==> config.mk <==
export PLATFORM = sky130hd
export DESIGN_NAME = enemy_spawn_scheduler
export DESIGN_NICKNAME = d
export VERILOG_FILES = /design/src/rtl/enemy_spawn_scheduler.sv
export SDC_FILE = /design/constraint.sdc
export NUM_CORES = 1
export LEC_CHECK = 0
export ABC_AREA = 0
export CAP_MARGIN = 20
export CORE_UTILIZATION = 40
export DETAILED_ROUTE_END_ITERATION = 16
export REMOVE_ABC_BUFFERS = 1
export SLEW_MARGIN = 25
export SYNTH_ARGS = -nofsm -noshare
export SYNTH_HDL_FRONTEND = slang
export SYNTH_SLANG_ARGS = --single-unit
==> constraint.sdc <==
create_clock -name clk -period 2.2 [get_ports clk]
set_clock_uncertainty 0.15 [all_clocks]
set_input_delay 0.44 -clock clk [delete_from_list [all_inputs] [get_ports clk]]
set_output_delay 0.44 -clock clk [all_outputs]
set_load 0.01 [all_outputs]
==> src/rtl/enemy_spawn_scheduler.sv <==
// enemy_spawn_scheduler: paces enemy spawns into free slots round-robin and keeps the cumulative kill count
module enemy_spawn_scheduler #(
  parameter int N_SLOTS = 4,
  parameter int QUOTA = 2,
  parameter int SPAWN_GAP = 50
) (
  input  logic               clk,
  input  logic               rst,
  input  logic [3:0]         stage,
  input  logic               changing_stage,
  input  logic               tick_en,
  input  logic [N_SLOTS-1:0] slot_alive,
  input  logic [N_SLOTS-1:0] kill_pulse,
  output logic [N_SLOTS-1:0] spawn,
  output logic [1:0]         spawn_type,
  output logic [3:0]         kills,
  output logic               quota_done
);
  localparam int PW = N_SLOTS > 1 ? $clog2(N_SLOTS) : 1;
  typedef enum logic [1:0] {IDLE, WAIT, READY, HOLD} state_t;
  state_t state, state_n;
  logic [7:0] gap_cnt, gap_n, issued, issued_n;
  logic [PW-1:0] rr_ptr, rr_n, grant_idx;
  logic [N_SLOTS-1:0] grant_oh;
  logic [4:0] kill_sum;
  logic [3:0] kills_n;
  logic play, found, grant, gap_hit, last;
  // first free slot at or above rr_ptr, wrapping
  always_comb begin
    found = 1'b0;
    grant_idx = '0;
    for (int k = 0; k < N_SLOTS; k++)
      if (!found && !slot_alive[(int'(rr_ptr) + k) % N_SLOTS]) begin
        found = 1'b1;
        grant_idx = PW'((int'(rr_ptr) + k) % N_SLOTS);
      end
  end
  // next-state: non-play stage beats a stage change, which beats normal sequencing
  always_comb begin
    state_n = state;
    if (!play) state_n = IDLE;
    else if (changing_stage || state == IDLE) state_n = WAIT;
    else if (state == WAIT && gap_hit) state_n = READY;
    else if (grant) state_n = last ? HOLD : WAIT;
  end
  // datapath next values: gap pacing, quota count, arbiter pointer, kill accumulation
  always_comb begin
    play = stage >= 4'd1 && stage <= 4'd4;
    gap_hit = tick_en && gap_cnt == 8'(SPAWN_GAP - 1);
    grant = play && !changing_stage && state == READY && found;
    last = issued + 8'd1 == 8'(QUOTA);
    gap_n = (!play || changing_stage) ? 8'd0 : (state == WAIT && tick_en) ? (gap_hit ? 8'd0 : gap_cnt + 8'd1) : gap_cnt;
    issued_n = (!play || changing_stage) ? 8'd0 : grant ? issued + 8'd1 : issued;
    rr_n = grant ? (grant_idx == PW'(N_SLOTS - 1) ? '0 : grant_idx + 1'b1) : rr_ptr;
    grant_oh = grant ? {{(N_SLOTS-1){1'b0}}, 1'b1} << grant_idx : '0;
    kill_sum = {1'b0, kills} + 5'($countones(kill_pulse));
    kills_n = play ? (kill_sum > 5'd15 ? 4'd15 : kill_sum[3:0]) : stage == 4'd0 ? 4'd0 : kills;
  end
  // state and registered outputs
  always_ff @(posedge clk) begin
    if (rst) begin
      state <= IDLE;
      gap_cnt <= '0;
      issued <= '0;
      rr_ptr <= '0;
      spawn <= '0;
      spawn_type <= '0;
      kills <= '0;
      quota_done <= 1'b0;
    end else begin
      state <= state_n;
      gap_cnt <= gap_n;
      issued <= issued_n;
      rr_ptr <= rr_n;
      spawn <= grant_oh;
      spawn_type <= grant ? stage[1:0] - 2'd1 : spawn_type;
      kills <= kills_n;
      quota_done <= state_n == HOLD;
    end
  end
endmodule

==> reports/qor.yml <==
clock_network:
  path_clk_slew_ns: 0.06
  cts_sinks: 31
  htree_levels: 2
  clock_latency_ns: 0.28
  numCtsBuffers: 5
  clock-root-buffer: "clkbuf_8"
  cts_tree: "yes"
  clockBufferDepth: 2
power:
  powerDensity_mw_per_mm2: 528
  leakage_uw: 0.000853
  vdd_ir_drop_max_uv: 248
  p_switching_uw: 286
  power_frac_seq_pct: 46.6
  power_frac_clock_pct: 39.7
  swShare_pct: 23.3
  comb_power_share_pct: 13.7
  p_int_uw: 945
final_layout:
  fill_cells: 387
  postLayoutCoreUtil_pct: 57.1
  layout_commonest_cell: "dfxtp_1"
  instances_no_fill: 302
  final_cell_mix: "31 x dfxtp_1, 24 x nor2_1, 21 x clkdlybuf4s50_1, 20 x buf_4, 15 x nand2_1"
  drive_gt1_share_pct: 17.9
  antenna_cells: 0
  nets: 278
  postLayoutCellArea_sq_mm: 0.00233
  area_growth_pct: 34.1
global_routing:
  grt_pass1_vias: 1586
  antenna_found_initial: 0
  grt_usage_pct: 18.6
  grt_remaining_overflow: 0
  grt_max_degree: 12
  grt_pass1_wl_microns: 6430
placed_design:
  placed_cells: 291
  place_congestion: 0.720
  placed_cell_area_sq_mm: 0.00216
  numPortBuffers: 26
  pre_cts_ws_ns: -0.660
  dp_hpwl_microns: 2890
sta:
  tightest_slew_ns: 0.371
  finalSetupViolations: 0
  slew_violations: 0
  fmaxAchievable_mhz: 464
  rsz0062_at_grt: "false"
  min_period_ns: 2.16
  hold_viol_final: 0
  maxSlewHeadroom_pct: 75.2
  setup_slack_ns: 0.0430
  finalCritPeriodShare_pct: 98.0
drt:
  detail-route-antenna-nets: 0
  routed_wl_microns: 3800
  drtPass1Iterations: 4
  wire_per_inst_microns: 12.6
  vias_per_cell: 5.28
  first_iter_violations: 53
  drc: 0
  vias: 1595
synth:
  netlist_area_sq_mm: 0.00174
  ys_types: 41
  ys_dominant_reg_cell: "dfxtp_1"
  synth_edf_count: 0
  synth_area_per_cell_sq_um: 8.53
  yosysTopAreaCell: "dfxtp_1"
  yosys.area.top_type_share_pct: 35.7
  synthTopCellsByArea: "dfxtp_1 36%, ha_1 5.8%, nor2_1 5.2%"
  synth.ff_latch_count: 31
  syn_inst: 204
  yosysSeqAreaShare_pct: 35.7
  async_flop_share_pct: 0
  yosys_warnings: 0
floorplanning:
  start_util_pct: 42.6
  dieArea_sq_mm: 0.00462
  die_w_microns: 68.0
  placementRows: 23
  core_sq_mm: 0.00409
  dieHeight_microns: 68.0
  num_io_pins: 27
worst_setup_path:
  path_class: "input pin to flip-flop"
  startpoint_type: "input pin"
  cp_max_fo: 2
  required_ns: 2.22
  cp-end-kind: "flip-flop"
  arrival_ns: 2.17
worst_hold_path:
  hp-class: "flip-flop to flip-flop"
job:
  maxCapViolCount: 0
run_status:
  outcome: "finished clean"
## Yosys cell counts (3+ instances only)
master and number:
and3_1 3, a211oi_1 5, nand2_1 15, ha_1 8, clkbuf_1 5, o21ai_0 6, a21oi_1 9, nand4_1 5
xnor2_1 8, fa_1 3, a31oi_1 4, nor2_1 24, nor2b_1 5, xor2_1 9, nand4b_1 3, dfxtp_1 31
nand3_1 6, and2_1 3, o21a_1 3, inv_1 14, nand2b_1 4, nor3_1 6
## registers in the layout (all words and copies together) (netlist names), named ones only
signal      cells
kills           4
quota_done      1
spawn           4
spawn_type      2
state           2
issued          8
rr_ptr          1
gap_cnt         8
## cell type report
class	count	area, sq um	area share (%)
multi-input cells	153	1090	46.9
flip-flops and latches	31	621	26.6
repair buffers	46	403	17.3
clock buffers	8	100	4.29
well taps	50	62.6	2.68
inverters	14	52.6	2.25
## layer usage
layer,track usage (%),vias up,routed length [microns],share of wire (%)
met5,0,-,0,0
met4,9.38,0,87,2.3
li1,-,803,-,-
met2,33.8,23,1900,50
met1,19.6,760,1710,45
met3,4.50,9,106,2.8
## worst paths after layout
path | from | to | slack [ns] | cells after the start
worst min-delay path | spawn_type[1] | spawn_type[1] | 0.35 | 2
worst min register to register | spawn_type[1] | spawn_type[1] | 0.35 | 2
worst max-delay path | kill_pulse[0] | kills[1] | 0.04 | 8
worst max register to register | issued[2] | state[1] | 0.18 | 5
## per-stage QoR
step | TNS (ns) | total power (uW) | hold slack (ns)
4_1_cts | 0 | 1240 | 0.354
2_1_floorplan | -0.561 | 656 | 0.320
3_5_place_dp | -11.61 | 738 | 0.345
5_1_grt | 0 | 1290 | 0.388
6_report | 0 | 1230 | 0.350
3_3_place_gp | -10.60 | 729 | 0.341
## cell families after synthesis
group / Yosys count / share of synthesized area, %
multiplexers: 2 / 1.15
buffers and inverters: 20 / 4.53
adder cells (fa/ha/maj): 11 / 9.20
XOR/XNOR: 17 / 8.56
AND/OR/NAND/NOR: 84 / 26.2
AO/OA/AOI/OAI: 39 / 14.7
flip-flops: 31 / 35.7
## critical path: stages
cell and delay [ns]:
buf_6 0.09, fa_1 0.54, inv_2 0.04, fa_2 0.34, inv_2 0.06, fa_1 0.41
nand2b_4 0.14, o2bb2ai_1 0.11
## power groups by stage
stage	logic [uW]	registers (uW)	clock network, uW
2_1_floorplan	67.9	588	0
3_3_place_gp	142	587	0
3_5_place_dp	150	587	0
4_1_cts	156	575	506
5_1_grt	186	576	529
6_report	169	575	489
## repair_timing
action	in CTS	in global routing
hold buffers	0	0
gates resized for setup	22	8
endpoints found under the setup margin	26	20
pin swaps	5	4
buffers inserted	2	1
(Power assumes the default switching activity.)
